File: src/rtl/dpu.sv
// dpu: 16x8 register-file datapath with registered condition codes and a toggle-requested pixel word.
// Optional DPU_SAT_EN: add/sub results saturate to the signed limits on overflow.
module dpu #(
  parameter int unsigned W = 8
) (
  input  logic           clk,
  input  logic           rst,
  input  logic [3:0]     a_sel,
  input  logic [3:0]     b_sel,
  input  logic [3:0]     r_sel,
  input  logic [3:0]     n,
  input  logic [W-1:0]   m_data,
  input  logic           out_enable,
  output logic [3:0]     cc,
  output logic [3*W-1:0] kbus,
  output logic           kbus_valid
);

  localparam int unsigned NREG = 16;

  localparam logic [3:0] OP_ADD = 4'd0;
  localparam logic [3:0] OP_SUB = 4'd1;
  localparam logic [3:0] OP_SHL = 4'd2;
  localparam logic [3:0] OP_SAR = 4'd3;
  localparam logic [3:0] OP_MVA = 4'd4;
  localparam logic [3:0] OP_MVB = 4'd5;
  localparam logic [3:0] OP_CMP = 4'd6;
  localparam logic [3:0] OP_LDI = 4'd8;

  localparam logic [3:0] R_X    = 4'd9;
  localparam logic [3:0] R_Y    = 4'd10;
  localparam logic [3:0] R_COL  = 4'd11;
  localparam logic [3:0] R_ONE  = 4'd12;
  localparam logic [3:0] R_ZERO = 4'd13;

  logic [W-1:0]   regs_q [NREG];
  logic           oe_q;

  logic [W-1:0]   op_a_c, op_b_c, res_c;
  logic [W:0]     sum_c, diff_c;
  logic           c_c, v_c, wr_en_c, cc_en_c, wr_c, req_c;
  logic [W-1:0]   x_c, y_c, col_c;
  logic [3:0]     cc_d;
  logic [3*W-1:0] kbus_d;
  logic           kbus_valid_d;

  // ALU: operands read combinationally from the register file
  always_comb begin
    op_a_c  = regs_q[a_sel];
    op_b_c  = regs_q[b_sel];
    sum_c   = {1'b0, op_a_c} + {1'b0, op_b_c};
    diff_c  = {1'b0, op_a_c} - {1'b0, op_b_c};
    res_c   = '0;
    c_c     = 1'b0;
    v_c     = 1'b0;
    wr_en_c = 1'b0;
    cc_en_c = 1'b0;
    case (n)
      OP_ADD: begin
        res_c   = sum_c[W-1:0];
        c_c     = sum_c[W];
        v_c     = (op_a_c[W-1] == op_b_c[W-1]) && (sum_c[W-1] != op_a_c[W-1]);
        wr_en_c = 1'b1;
        cc_en_c = 1'b1;
      end
      OP_SUB, OP_CMP: begin
        res_c   = diff_c[W-1:0];
        c_c     = diff_c[W];
        v_c     = (op_a_c[W-1] != op_b_c[W-1]) && (diff_c[W-1] != op_a_c[W-1]);
        wr_en_c = (n == OP_SUB);
        cc_en_c = 1'b1;
      end
      OP_SHL: begin
        res_c   = {op_a_c[W-2:0], 1'b0};
        c_c     = op_a_c[W-1];
        wr_en_c = 1'b1;
        cc_en_c = 1'b1;
      end
      OP_SAR: begin
        res_c   = {op_a_c[W-1], op_a_c[W-1:1]};
        c_c     = op_a_c[0];
        wr_en_c = 1'b1;
        cc_en_c = 1'b1;
      end
      OP_MVA: begin
        res_c   = op_a_c;
        wr_en_c = 1'b1;
      end
      OP_MVB: begin
        res_c   = op_b_c;
        wr_en_c = 1'b1;
      end
      OP_LDI: begin
        res_c   = m_data;
        wr_en_c = 1'b1;
      end
      default: ;
    endcase
`ifdef DPU_SAT_EN
    // Overflow direction follows the sign of A for both add and subtract
    if (((n == OP_ADD) || (n == OP_SUB)) && v_c) begin
      res_c = op_a_c[W-1] ? {1'b1, {(W-1){1'b0}}} : {1'b0, {(W-1){1'b1}}};
    end
`else
`endif
  end

  // Writeback, flag update and pixel request with forwarding of same-edge writes
  always_comb begin
    wr_c         = wr_en_c && (r_sel != R_ONE) && (r_sel != R_ZERO);
    cc_d         = cc_en_c ? {res_c[W-1], (res_c == '0), c_c, v_c} : cc;
    x_c          = (wr_c && (r_sel == R_X))   ? res_c : regs_q[R_X];
    y_c          = (wr_c && (r_sel == R_Y))   ? res_c : regs_q[R_Y];
    col_c        = (wr_c && (r_sel == R_COL)) ? res_c : regs_q[R_COL];
    req_c        = (out_enable != oe_q);
    kbus_d       = req_c ? {x_c, y_c, col_c} : kbus;
    kbus_valid_d = req_c;
  end

  always_ff @(posedge clk) begin
    if (rst) begin
      for (int i = 0; i < int'(NREG); i++) begin
        regs_q[i] <= '0;
      end
      regs_q[R_ONE] <= W'(1);
      cc            <= '0;
      kbus          <= '0;
      kbus_valid    <= 1'b0;
      oe_q          <= out_enable;
    end else begin
      if (wr_c) begin
        regs_q[r_sel] <= res_c;
      end
      cc         <= cc_d;
      kbus       <= kbus_d;
      kbus_valid <= kbus_valid_d;
      oe_q       <= out_enable;
    end
  end

endmodule

File: config.mk
export PLATFORM = sky130hd
export DESIGN_NAME = dpu
export DESIGN_NICKNAME = d
export VERILOG_FILES = /design/src/rtl/dpu.sv
export SDC_FILE = /design/constraint.sdc
export NUM_CORES = 1
export LEC_CHECK = 0
export BUFFER_PORTS_ARGS = -buffer_cell sky130_fd_sc_hd__clkbuf_2
export CAP_MARGIN = 15
export CORE_MARGIN = 4
export CORE_UTILIZATION = 56
export DETAILED_ROUTE_END_ITERATION = 16
export GPL_TIMING_DRIVEN = 0
export PLACE_DENSITY = 0.81
export REMOVE_ABC_BUFFERS = 1
export SLEW_MARGIN = 25
export SYNTH_ARGS = -nofsm -noshare
export SYNTH_HDL_FRONTEND = slang
export SYNTH_SLANG_ARGS = --single-unit
File: constraint.sdc
create_clock -name clk -period 5.11 [get_ports clk]
set_input_delay 1.022 -clock clk [delete_from_list [all_inputs] [get_ports clk]]
set_output_delay 1.022 -clock clk [all_outputs]
set_load 0.01 [all_outputs]
==> results.yml <==
synth:
  synth_seq_area_share_pct: 47.4
  synth_area_mm2: 0.00937
  yosysTopAreaCell: "edfxtp_1"
  synthCells: 801
  synth.area.top_cells: "edfxtp_1 41%, mux4_2 16%, dfxtp_1 6.4%"
  ys.warnings.count: 0
  ys.flop_type: "edfxtp_1"
  ys_seq_elements: 158
  syn_avg_cell_area_um2: 11.7
  synthDistinctLibCells: 69
  async_reset_ff_share_pct: 0
  synth_edf_count: 128
  synth_top_area_share_pct: 41.0
placement:
  place_inst: 1027
  io_buffers: 55
  dpl-instance-area_mm2: 0.00975
  place_hpwl_um: 17600
  place_congestion: 0.983
floorplan:
  die_x_um: 137
  core_mm2: 0.0165
  fp.dieArea_mm2: 0.0189
  initial_utilization_pct: 56.9
  die_y_um: 137
  rows: 47
  io_pins: 56
finish:
  n_antenna_cell: 0
  final_cells: 1064
  num-nets-final: 877
  area_growth_pct: 12.2
  stdcell_area_mm2: 0.0105
  layout-drive-gt1-share_pct: 23.1
  multi_input_area_mm2: 0.00470
  fill_cells: 1214
  ff_latch_area_mm2: 0.00444
power_and_ir_drop:
  p_int_mw: 2.49
  leakagePower_nw: 3.84
  power_mw: 3.52
  switching_share_pct: 29.1
  switchingPower_mw: 1.02
  clockPowerShare_pct: 36.6
  power_frac_seq_pct: 42.5
  comb_power_share_pct: 20.9
  power_density_mw_per_mm2: 334
  ir_drop_v: 0.000244
sta:
  relSlewSlack_pct: 24.3
  fin_crit_sh_pct: 95.2
  hold_viol: 0
  fmax_mhz: 205
  period_minus_slack_ns: 4.87
  slew_violations: 0
  tightest_slew_ns: 1.12
  finClkSkew_ns: 0.0102
  finalSetupTns_ns: 0
  rsz0062_at_grt: "no"
  finalSetupViolations: 0
detailed_routing:
  drtIter0Drc: 1039
  viasPerCell: 6.73
  totalWireLength_um: 26200
  wl_per_cell_um: 24.7
  vias: 7157
  drc: 0
  ant_nets: 0
  drt_first_pass_iters: 7
clock_tree:
  cts_buffers: 17
  htreeDepth: 4
  clockBufferDepth: 2
  clk_pin_slew_ns: 0.06
  clockRootBuffer: "clkbuf_16"
  clk_latency_ns: 0.42
  cts_tree: "built"
  clkSinkCount: 158
  holdBufCountCts: 0
global_routing:
  antenna_found_initial: 0
  grt_max_degree: 65
  grt_first_pass_wirelength_um: 40200
  grt-ovfl-total: 0
  grt_util_all_layers_pct: 29.0
  grt_pass1_vias: 6857
critical_path:
  cp-end-kind: "flop"
  path_max_fanout: 33
  rrSetupSlack_ns: 0.77
  r2r-start: "regs_q[10][2]"
  reg2reg_to: "kbus[13]"
  path_class: "input port to flop"
  cp_data_required_time_ns: 5.38
  reg2reg_depth: 11
  start_kind: "input port"
  worstPathArrival_ns: 5.13
min_path:
  hold_end: "kbus[6]"
  hold_class: "flop to flop"
  hp-start: "kbus[6]"
  holdPathStages: 2
job:
  drv_cap: 0
status:
  outcome: "completed"
## layout by cell type, fill, tap and decap left out, types with 6 or more instances in the layout
| cell | netlist | layout |
|---|---|---|
| nand2b_1 | 21 | 21 |
| a21oi_1 | 35 | 35 |
| o211ai_1 | 7 | 7 |
| a211o_1 | 14 | 14 |
| nor2_1 | 146 | 144 |
| dfxtp_1 | 30 | 30 |
| o22ai_1 | 6 | 6 |
| inv_1 | 14 | 14 |
| mux2_2 | 10 | 10 |
| and2_1 | 6 | 6 |
| mux2i_1 | 31 | 28 |
| nor2b_1 | 7 | 7 |
| a21o_1 | 9 | 9 |
| conb_1 | 2 | 16 |
| mux4_2 | 66 | 66 |
| nand2_1 | 57 | 57 |
| edfxtp_1 | 128 | 128 |
| a211oi_1 | 11 | 10 |
| clkbuf_16 | 0 | 21 |
| ha_1 | 17 | 17 |
| and4_1 | 6 | 6 |
| nor3_1 | 9 | 9 |
| nand3_1 | 11 | 11 |
| o21ai_0 | 12 | 11 |
| clkbuf_2 | 0 | 47 |
## flip-flops by register name (all words and copies together), names as in the netlist
name / cells
cc: 4
kbus: 24
kbus_valid: 1
oe_q: 1
regs_q: 128
## power by group through the flow
stage	logic (mW)	registers (mW)	clock network, mW
after floorplan	0.417	1.51	0
after global placement	0.644	1.51	0
after detailed placement	0.664	1.52	0
after CTS	0.715	1.49	1.28
after global routing	0.784	1.50	1.35
final	0.736	1.49	1.29
## cell type report
type                            count  share of cell area, %
Sequential cell                   158                   42.3
Tap cell                          220                   2.62
Clock buffer                       21                   5.00
Multi-Input combinational cell    576                   44.7
Inverter                           14                  0.500
Timing Repair Buffer               64                   4.08
Clock inverter                     11                  0.845
## synth_stat cells, types with 17 or more instances
cell type	number
ha_1	17
dfxtp_1	30
buf_2	24
mux2i_1	31
mux4_2	66
clkbuf_1	38
nand2_1	57
a21oi_1	35
edfxtp_1	128
nor2_1	146
nand2b_1	21
## kinds of logic (layout without fill, tap and decap cells)
| kind of cell | after synthesis | count (layout) | share of synthesized area, % |
|---|---|---|---|
| muxes | 107 | 107 | 20.4 |
| other | 2 | 16 | 0.0801 |
| AOI/OAI and AO/OA | 134 | 134 | 10.0 |
| xor gates and xnor gates | 5 | 5 | 0.467 |
| DFF | 158 | 158 | 47.4 |
| adders and majority gates | 19 | 19 | 2.70 |
| and+or+nand+nor | 295 | 295 | 15.2 |
| buffers and inverters | 81 | 110 | 3.73 |
## stage by stage
step                worst slack [ns]  utilization [%]  hold WS (ns)
CTS                          0.00642             63.7         0.451
global placement               -1.39             58.8         0.440
floorplan                      0.589                -         0.469
finish                         0.244             63.9         0.449
detailed placement             -1.40             59.2         0.442
global route                  0.0373             63.9         0.477
## what timing repair did
item                                    CTS  global route
buffers inserted                          5             0
resized for setup                        14             8
pin swaps                                 2             0
endpoints found under the setup margin   73            53
## critical path: stages
cell,delay (ns)
clkbuf_8,0.33
mux4_2,0.58
mux2i_2,0.40
mux2i_1,0.19
ha_1,0.49
nor3b_1,0.11
o31ai_1,0.49
a211oi_1,0.15
nor4_1,0.47
o2111a_2,0.60
a211o_1,0.20
a21oi_1,0.06
## layer usage
layer | up-vias | routed length (um) | global-route usage [%]
li1 | 3092 | - | -
met2 | 497 | 12600 | 45.0
met3 | 85 | 2810 | 6.68
met5 | - | 0 | 0
met4 | 0 | 1140 | 13.7
met1 | 3483 | 9700 | 39.2
## worst max-delay path by stage
stage | endpoint | startpoint | slack, ns
detailed placement | kbus[14] | b_sel[1] | -1.40
floorplan | kbus[14] | b_sel[0] | 0.59
CTS | kbus[14] | b_sel[1] | 0.006
global route | kbus[5] | a_sel[1] | 0.04
global placement | kbus[14] | b_sel[1] | -1.39
finish | kbus[13] | a_sel[1] | 0.24
No activity file was read; power rests on OpenSTA's default activity.
